[src/rtl/reset_seq_pkg.sv]
// ---------------------------------------------------------------------------
// reset_seq_pkg
// Shared types and constants for the reset sequencer.
//   state_t    : sequencer FSM states
//   LOSS_CNT_W : width of the saturating lock-loss counter
// ---------------------------------------------------------------------------
package reset_seq_pkg;

  typedef enum logic [1:0] {
    ASSERT,
    WAIT_LOCK,
    RELEASE,
    RUN
  } state_t;

  localparam int unsigned LOSS_CNT_W = 8;

endpackage

[src/rtl/reset_sequencer_sync_2ff.sv]
// ---------------------------------------------------------------------------
// sync_2ff
// Single-bit two-flop synchroniser with synchronous active-high reset to 0.
//   i_clk : destination clock
//   i_rst : synchronous reset, active-high
//   i_d   : asynchronous input
//   o_q   : synchronised output (two destination-clock edges of latency)
// ---------------------------------------------------------------------------
module sync_2ff (
  input  logic i_clk,
  input  logic i_rst,
  input  logic i_d,
  output logic o_q
);

  logic r_meta;
  logic r_sync;

  always_ff @(posedge i_clk) begin
    if (i_rst) begin
      r_meta <= 1'b0;
      r_sync <= 1'b0;
    end else begin
      r_meta <= i_d;
      r_sync <= r_meta;
    end
  end

  assign o_q = r_sync;

endmodule

[src/rtl/reset_sequencer.sv]
// ---------------------------------------------------------------------------
// reset_sequencer
// Holds NUM_RST reset domains asserted for a minimum stretch, waits for a
// debounced PLL lock, then releases the domains one at a time in index
// order. Lock loss or a reset request during RELEASE/RUN re-asserts all.
//   clock         : PLL output clock, rising edge
//   reset         : synchronous reset, active-high
//   pll_lock      : PLL lock, asynchronous to clock
//   rst_req       : synchronous reset request, active-high level
//   rst_out       : per-domain reset, active-high, registered
//   ready         : high once every domain is released
//   lock_loss_cnt : saturating count of lock losses seen in RELEASE/RUN
// ---------------------------------------------------------------------------
module reset_sequencer
  import reset_seq_pkg::*;
#(
  parameter int unsigned NUM_RST   = 4,
  parameter int unsigned STRETCH   = 127,
  parameter int unsigned DEBOUNCE  = 8,
  parameter int unsigned STAGE_GAP = 16
) (
  input  logic                  clock,
  input  logic                  reset,
  input  logic                  pll_lock,
  input  logic                  rst_req,
  output logic [NUM_RST-1:0]    rst_out,
  output logic                  ready,
  output logic [LOSS_CNT_W-1:0] lock_loss_cnt
);

  localparam int unsigned CNT_W = $clog2(STRETCH + 1);
  localparam int unsigned FLT_W = $clog2(DEBOUNCE + 1);
  localparam int unsigned GAP_W = $clog2(STAGE_GAP + 1);
  localparam int unsigned IDX_W = (NUM_RST > 1) ? $clog2(NUM_RST) : 1;

  localparam logic [CNT_W-1:0] STRETCH_C  = CNT_W'(STRETCH);
  localparam logic [FLT_W-1:0] DEBOUNCE_C = FLT_W'(DEBOUNCE);
  localparam logic [GAP_W-1:0] GAP_LAST   = GAP_W'(STAGE_GAP - 1);
  localparam logic [IDX_W-1:0] IDX_LAST   = IDX_W'(NUM_RST - 1);
  localparam logic [IDX_W-1:0] IDX_SECOND = IDX_W'(1);

  state_t                  r_state;
  state_t                  w_state_nxt;
  logic [CNT_W-1:0]        r_cnt;
  logic [FLT_W-1:0]        r_filt;
  logic [GAP_W-1:0]        r_gap;
  logic [IDX_W-1:0]        r_idx;
  logic [NUM_RST-1:0]      r_rst_out;
  logic                    r_ready;
  logic [LOSS_CNT_W-1:0]   r_loss;

  logic                    w_lock_s;
  logic                    w_lock_ok;
  logic                    w_stretch_done;
  logic                    w_stage_tick;
  logic                    w_abort;
  logic [NUM_RST-1:0]      w_rst_nxt;
  logic                    w_ready_nxt;

  sync_2ff u_lock_sync (
    .i_clk (clock),
    .i_rst (reset),
    .i_d   (pll_lock),
    .o_q   (w_lock_s)
  );

  // Counter starts at 0 on ASSERT entry and exits once it has sampled
  // STRETCH, so rst_out[0] can first fall STRETCH+1 edges after entry.
  assign w_stretch_done = (r_cnt == STRETCH_C);
  assign w_lock_ok      = (r_filt == DEBOUNCE_C);
  assign w_stage_tick   = (r_state == RELEASE) && (r_gap == GAP_LAST);
  assign w_abort        = ((r_state == RELEASE) || (r_state == RUN)) &&
                          (!w_lock_s || rst_req);

  // State register
  always_ff @(posedge clock) begin
    if (reset) r_state <= ASSERT;
    else       r_state <= w_state_nxt;
  end

  // Next-state logic
  always_comb begin
    w_state_nxt = r_state;
    case (r_state)
      ASSERT: begin
        if (!rst_req && w_stretch_done) w_state_nxt = WAIT_LOCK;
      end
      WAIT_LOCK: begin
        if (rst_req)        w_state_nxt = ASSERT;
        else if (w_lock_ok) w_state_nxt = (NUM_RST == 1) ? RUN : RELEASE;
      end
      RELEASE: begin
        if (w_abort)                                 w_state_nxt = ASSERT;
        else if (w_stage_tick && (r_idx == IDX_LAST)) w_state_nxt = RUN;
      end
      RUN: begin
        if (w_abort) w_state_nxt = ASSERT;
      end
      default: w_state_nxt = ASSERT;
    endcase
  end

  // Output logic: next values of the registered outputs
  always_comb begin
    w_rst_nxt   = r_rst_out;
    w_ready_nxt = 1'b0;
    if ((w_state_nxt == ASSERT) || (w_state_nxt == WAIT_LOCK)) begin
      w_rst_nxt = '1;
    end else if (w_state_nxt == RUN) begin
      w_rst_nxt   = '0;
      w_ready_nxt = 1'b1;
    end else if (r_state == WAIT_LOCK) begin
      w_rst_nxt    = '1;
      w_rst_nxt[0] = 1'b0;
    end else if (w_stage_tick) begin
      w_rst_nxt[r_idx] = 1'b0;
    end
  end

  // Counters, filter and output registers
  always_ff @(posedge clock) begin
    if (reset) begin
      r_cnt     <= '0;
      r_filt    <= '0;
      r_gap     <= '0;
      r_idx     <= '0;
      r_loss    <= '0;
      r_rst_out <= '1;
      r_ready   <= 1'b0;
    end else begin
      if (!w_lock_s)      r_filt <= '0;
      else if (!w_lock_ok) r_filt <= r_filt + 1'b1;

      if ((r_state == ASSERT) && !rst_req && !w_stretch_done) r_cnt <= r_cnt + 1'b1;
      else                                                     r_cnt <= '0;

      if ((r_state == RELEASE) && !w_abort && !w_stage_tick) r_gap <= r_gap + 1'b1;
      else                                                    r_gap <= '0;

      // r_idx names the next domain to release; bit 0 goes on RELEASE entry
      if (w_state_nxt == RELEASE) begin
        if (r_state == WAIT_LOCK) r_idx <= IDX_SECOND;
        else if (w_stage_tick)    r_idx <= r_idx + 1'b1;
      end else begin
        r_idx <= '0;
      end

      if (w_abort && !w_lock_s && (r_loss != '1)) r_loss <= r_loss + 1'b1;

      r_rst_out <= w_rst_nxt;
      r_ready   <= w_ready_nxt;
    end
  end

  assign rst_out       = r_rst_out;
  assign ready         = r_ready;
  assign lock_loss_cnt = r_loss;

endmodule

[config.mk]
export PLATFORM = sky130hd
export DESIGN_NAME = reset_sequencer
export DESIGN_NICKNAME = d
export VERILOG_FILES = /design/src/rtl/reset_seq_pkg.sv /design/src/rtl/reset_sequencer_sync_2ff.sv /design/src/rtl/reset_sequencer.sv
export SDC_FILE = /design/constraint.sdc
export NUM_CORES = 1
export LEC_CHECK = 0
export BUFFER_PORTS_ARGS = -buffer_cell sky130_fd_sc_hd__buf_4
export CAP_MARGIN = 30
export CORE_MARGIN = 8
export CORE_UTILIZATION = 50
export DETAILED_ROUTE_END_ITERATION = 16
export HOLD_SLACK_MARGIN = 0.03
export PLACE_DENSITY = 0.66
export SLEW_MARGIN = 20
export SYNTH_ARGS = -nofsm -noshare
export SYNTH_HDL_FRONTEND = slang
export SYNTH_SLANG_ARGS = --single-unit
[constraint.sdc]
create_clock -name clock -period 2.1 [get_ports clock]
set_clock_uncertainty 0.05 [all_clocks]
set_input_delay 0.42 -clock clock [delete_from_list [all_inputs] [get_ports clock]]
set_output_delay 0.42 -clock clock [all_outputs]
set_load 0.01 [all_outputs]
* Word level (Yosys, flattened, before mapping) *
Index checks and enable logic that the tools add are counted.

storage, ports and cells
  register bits = 35
  output and inout bits = 13
  word-level logic and storage cells = 79

operators by class
  add/subtract/negate cells = 5
  $lt $le $gt $ge = 2
  eq/ne operators = 11
  muxes and demuxes = 15
  bitwise logic cells = 6
  reductions and logical operators = 29

operator list
  kind                                                                    count
  2-bit 2-to-1 mux                                                        6
  4-bit 2-to-1 mux                                                        3
  1-bit logical AND                                                       11
  2-bit equality test (second input constant)                             5
  2-bit OR reduction                                                      5
  8-bit by 1-bit adder with 8-bit output (second input constant)          1
  8-bit inequality test (second input constant)                           1
  2-bit one-hot mux with 4 select lines                                   1
  7-bit by 1-bit adder with 7-bit output (second input constant)          1
  7-bit equality test (second input constant)                             1
  5-bit by 1-bit adder with 5-bit output (second input constant)          1
  5-bit by 4-bit equality test with 1-bit output (second input constant)  1
  1-bit zero test                                                         5
  4-bit by 1-bit adder with 4-bit output (second input constant)          1
  4-bit AND                                                               1
  2-bit by 1-bit equality test with 1-bit output (second input constant)  2
  4-bit equality test (second input constant)                             1
  2-bit zero test                                                         2
  1-bit 2-to-1 mux                                                        4
  1-bit inverter                                                          4
  4-bit inverter                                                          1
  1-bit logical OR                                                        3
  2-bit by 3-bit < comparator with 1-bit output (second input constant)   1
  3-bit nonzero test                                                      1
  other kinds (5)                                                         5

* Longest topological paths before layout *
  depth after elaboration = 9
  gate-level depth with buffers = 8
  mapped depth without buffers = 7

* Modules after synthesis *
Synthesis repeated with hierarchy kept, for this count alone.

second synthesis, totals
  cells, all modules = 166
  area total of the unflattened synthesis = 1554.0 um^2

by module, submodules not included
  module           instances  cells each  area an instance (um^2)
  reset_sequencer  1          162         1501.4
  sync_2ff         1          4           52.6

* Worst setup path before layout *
OpenSTA, ideal clock, no wires.

  kind = register to register
  start = register r_gap[0]
  end = register r_idx[0]
  arrival time = 1.482 ns
  setup slack = 0.465 ns
  cell stages (with the launch flop) = 8
  buffers on the path = 0
  clock period less this slack = 1.635 ns
  path through = dfxtp_1 > ha_1 > and3_1 > ha_1 > a21o_1 > nand3_1 > o31ai_4 > a2111oi_2

between the ends
  cells in the longest elaborated chain, start to end = 9
  elaborated cells on any way between the ends = 10
  those cells by class = eq/ne (2); mux (3); bitwise (1); reduce/logical (4)

RTL lines
  item                                              RTL line                source
  from (decl)                                       reset_sequencer.sv:46   logic [GAP_W-1:0] r_gap;
  from (signal assigned)                            reset_sequencer.sv:137  if ((r_state == RELEASE) && !w_abort && !w_stage_tick) r_gap <= r_gap + 1'b1;
  5-bit by 4-bit equality test with 1-bit output *  reset_sequencer.sv:71   assign w_stage_tick = (r_state == RELEASE) && (r_gap == GAP_LAST);
  1-bit logical AND *                               reset_sequencer.sv:71
  1-bit logical AND                                 reset_sequencer.sv:94   else if (w_stage_tick && (r_idx == IDX_LAST)) w_state_nxt = RUN;
  2-bit 2-to-1 mux                                  reset_sequencer.sv:94
  2-bit 2-to-1 mux                                  reset_sequencer.sv:93   if (w_abort) w_state_nxt = ASSERT;
  2-bit one-hot mux with 4 select lines             reset_sequencer.sv:84   case (r_state)
  2-bit equality test                               reset_sequencer.sv:141  if (w_state_nxt == RELEASE) begin
  1-bit inverter (no source line)                   -
  2-bit OR reduction (no source line)               -
  to (signal assigned)                              reset_sequencer.sv:143  else if (w_stage_tick) r_idx <= r_idx + 1'b1;
  to (decl)                                         reset_sequencer.sv:47   logic [IDX_W-1:0] r_idx;

Mark *: on every way between the ends. The rest lies on a longest branch, timed or not.
A chain may end at the register's enable or synchronous reset.

* Final worst setup path *
  start = register r_gap[0]
  end = register r_rst_out[2], in the netlist rst_out[2]

between the ends
  cells in the longest elaborated chain, start to end = 9
  elaborated cells on any way between the ends = 13
  those cells by class = eq/ne (3); mux (4); reduce/logical (6)

RTL lines
  item                                                                               RTL line                source
  5-bit by 4-bit equality test with 1-bit output *                                   reset_sequencer.sv:71
  1-bit logical AND *                                                                reset_sequencer.sv:71
  1-bit logical AND                                                                  reset_sequencer.sv:94
  2-bit 2-to-1 mux                                                                   reset_sequencer.sv:94
  2-bit 2-to-1 mux                                                                   reset_sequencer.sv:93
  2-bit one-hot mux with 4 select lines                                              reset_sequencer.sv:84
  2-bit by 1-bit equality test with 1-bit output or 2-bit zero test (tied branches)  reset_sequencer.sv:107  if ((w_state_nxt == ASSERT) || (w_state_nxt == WAIT_LOCK)) begin
  1-bit logical OR                                                                   reset_sequencer.sv:107
  2-bit OR reduction (no source line)                                                -
  to (signal assigned)                                                               reset_sequencer.sv:150  r_rst_out <= w_rst_nxt;
  to (decl)                                                                          reset_sequencer.sv:48   logic [NUM_RST-1:0] r_rst_out;

Marks and branches as above.

==> impl_results.md <==
* DR iter-0 viols at 54
* Worst path bufs/invs at 0
* Top cell type's share of synthesized area at 43.5%
* Clk_lat worst skew at 0.33 ns
* Cell Chain, Critical Path: ha_1 > and3_1 > ha_1 > a21o_1 > nand3_1 > o31ai_4 > o221ai_1
* Post-DRT Antenna Nets at 0
* Dpl ws at 0.363 ns
* CTS Hold Bufs at 0
* Worst-margin pin slew at 0.370 ns
* Row Count at 20
* Sequential area share after synthesis at 43.5%
* Status: completed
* Worst hold path depth at 2
* Grt total ovfl at 0
* Synthesized flop and latch total at 35
* CTS Buf Count at 5
* Syn Nets at 187
* Clk pin slew, worst setup/hold paths at 0.10 ns
* Number of H-tree levels at 2
* DR WL/cell at 12.8 um
* Hpwl dp at 2.27 mm
* Slowest cell on crit path: dfxtp_1
* Fraction of layout cells with a size suffix above 1 at 15.6%
* Initial antenna violation count at 0
* Synth unique cells at 44
* Slowest cell delay on critical path at 0.34 ns
* Root Buffer: clkbuf_4
* Internal reg-to-reg setup slack at 0.37 ns
* Reg2Reg Launch Point: r_gap[0]
* Worst rel slew slack at 75.3%
* Maximum Capacitance Violations at 0
* Hold Path Class: input port to flip-flop
* FILL cells at 298
* Commonest non-fill, non-tap cell in the layout: dfxtp_1
* Fin. Hold Viols at 0
* Post-Syn Area per Cell at 9.32 um2
* Slew Viols, Final at 0
* Critical path class: flip-flop to flip-flop
* CTS tree: done
* EDFF count, synth at 0
* FMAX at 0.577 GHz
* RSZ-0062 raised after global routing: no
* CP Capture Type: flip-flop
* Gate Count Post-Synth at 173
* CTS Buffer Depth at 2
* Boundary Pins at 17
* Cell mode on critical path: ha_1
* Postcts setup bufs at 0
* Top delay family on crit path: compound AO/OA/AOI/OAI gates
* Area Growth Syn to Fin at 12.8%
* Post-Route Setup TNS at 0 ns
* Final setup vio count at 0
* Input/output buffers at 16
* Startpoint Class: flip-flop
* Worst Reg-to-Reg Cells at 7
* Die Span Y at 72.8 um
* Initial Utilization at 52.8%
* Period utilization at 82.6%
* Dominant synthesized flop cell: dfxtp_1
* TritonRoute pass-1 iters at 4
* Multi-input gate area at 837 um2
* DR vias at 1,249
* Placed insts at 230
* Post-Syn Area at 0.00161 mm2
* Core area at 0.00305 mm2
* Worst r2r dst: rst_out[2]
* PD cells at 556 mW/mm2
* Pleak at 0.731 nW
* WL final at 3.01 mm
* GPL Wtd Cong at 0.816
* Largest net degree at the start of global routing at 15
* Syn. warnings at 0
* Startpoint of the worst hold path: pll_lock
* Die Width at 72.8 um
* CTS resizes at 0
* Post-Layout Cell Count at 236
* Setup WS post-layout at 0.366 ns
* DRC Markers at 0
* Total track usage at 11.6%
* Crit path max fanout at 6
* N_diodes at 0
* Reg area at 701 um2
* Hold path endpoint: u_lock_sync.r_meta
* Most frequent cells in the layout: 35 x dfxtp_1, 21 x nor2_1, 17 x buf_4, 15 x inv_1, 10 x ha_1
* First-pass GRT wire length at 4.93 mm
* Req. time, crit path at 2.30 ns
* Vias in the first global route at 1,157
* Maximum vdd drop at 0.000395 V
* Nets@finish at 207
* Fraction of registers with async set/reset at 0%
* Sink Count at 35
* Final min period at 1.73 ns
* Arrival time at the worst endpoint at 1.94 ns
* Vias per cell at 5.29
* Overall power at 0.00101 W
* Largest cells by area after synthesis: dfxtp_1 43%, ha_1 7.8%, nor2_1 4.9%, xnor2_1 3.8%, inv_1 3.5%
* Die area at 0.00530 mm2
* Post-synth top area cell: dfxtp_1
## worst max path at each step
stage	startpoint	end	cells after the start
floorplan	r_gap[0]	r_idx[0]	7
global placement	r_gap[0]	r_idx[0]	7
finish	r_gap[0]	rst_out[2]	7
global route	r_gap[0]	r_gap[3]	6
CTS	r_gap[0]	r_idx[0]	7
detailed placement	r_gap[0]	r_idx[0]	7
## registers in the layout (all words and copies together) (netlist names)
signal and flops:
u_lock_sync.r_meta 1, r_cnt 7, r_gap 5, r_state 2, r_filt 4, ready 1
lock_loss_cnt 8, u_lock_sync.o_q 1, r_idx 2, rst_out 4
## through the flow
stage | hold WS [ns] | cell area, um2 | utilization (%)
floorplan | 0.364 | 1610 | -
global placement | 0.378 | 1780 | 58.2
detailed placement | 0.379 | 1780 | 58.2
CTS | 0.243 | 1820 | 59.5
global route | 0.247 | 1820 | 59.5
finish | 0.255 | 1820 | 59.5
## power breakdown
part	internal [W]	total, W	switching (W)
combinational	0.00000911	0.0000214	0.0000123
sequential	0.000667	0.000670	0.00000297
clock	0.000119	0.000319	0.000200
## layer usage
metal	up-vias	wire length (um)	track usage [%]
met5	-	0	0
met3	4	130	4.26
li1	637	-	-
met2	23	1410	19.4
met1	585	1450	13.0
met4	0	25	4.67
## synthesized netlist by cell type, types with 2 or more instances
| cell | number |
|---|---|
| dfxtp_1 | 35 |
| nor2_1 | 21 |
| inv_1 | 15 |
| ha_1 | 10 |
| nand3_1 | 8 |
| a21oi_1 | 7 |
| xnor2_1 | 7 |
| nand2_1 | 6 |
| nor2b_1 | 6 |
| o21ai_0 | 5 |
| xor2_1 | 5 |
| nor3_1 | 4 |
| and3_1 | 3 |
| mux2i_1 | 3 |
| a211oi_1 | 2 |
| a22o_1 | 2 |
| a22oi_1 | 2 |
| a31oi_1 | 2 |
| buf_2 | 2 |
| clkbuf_1 | 2 |
| o221ai_1 | 2 |
| o31ai_1 | 2 |
## kinds of logic after synthesis
family	Yosys count	share of synthesized area (%)
xor gates and xnor gates	12	6.52
buffers and inverters	19	4.58
AOI/OAI and AO/OA	32	15.0
adders and majority gates	10	7.76
and+or+nand+nor	62	20.8
DFF	35	43.5
muxes	3	1.86
## final cells by class
cell class	count	area share [%]
multi-input combinational	119	46.0
clock buffer	6	2.27
tap	44	3.03
timing repair buffer	17	7.02
sequential	35	38.5
inverter	15	3.10
Power figures use the tool's default switching activity.
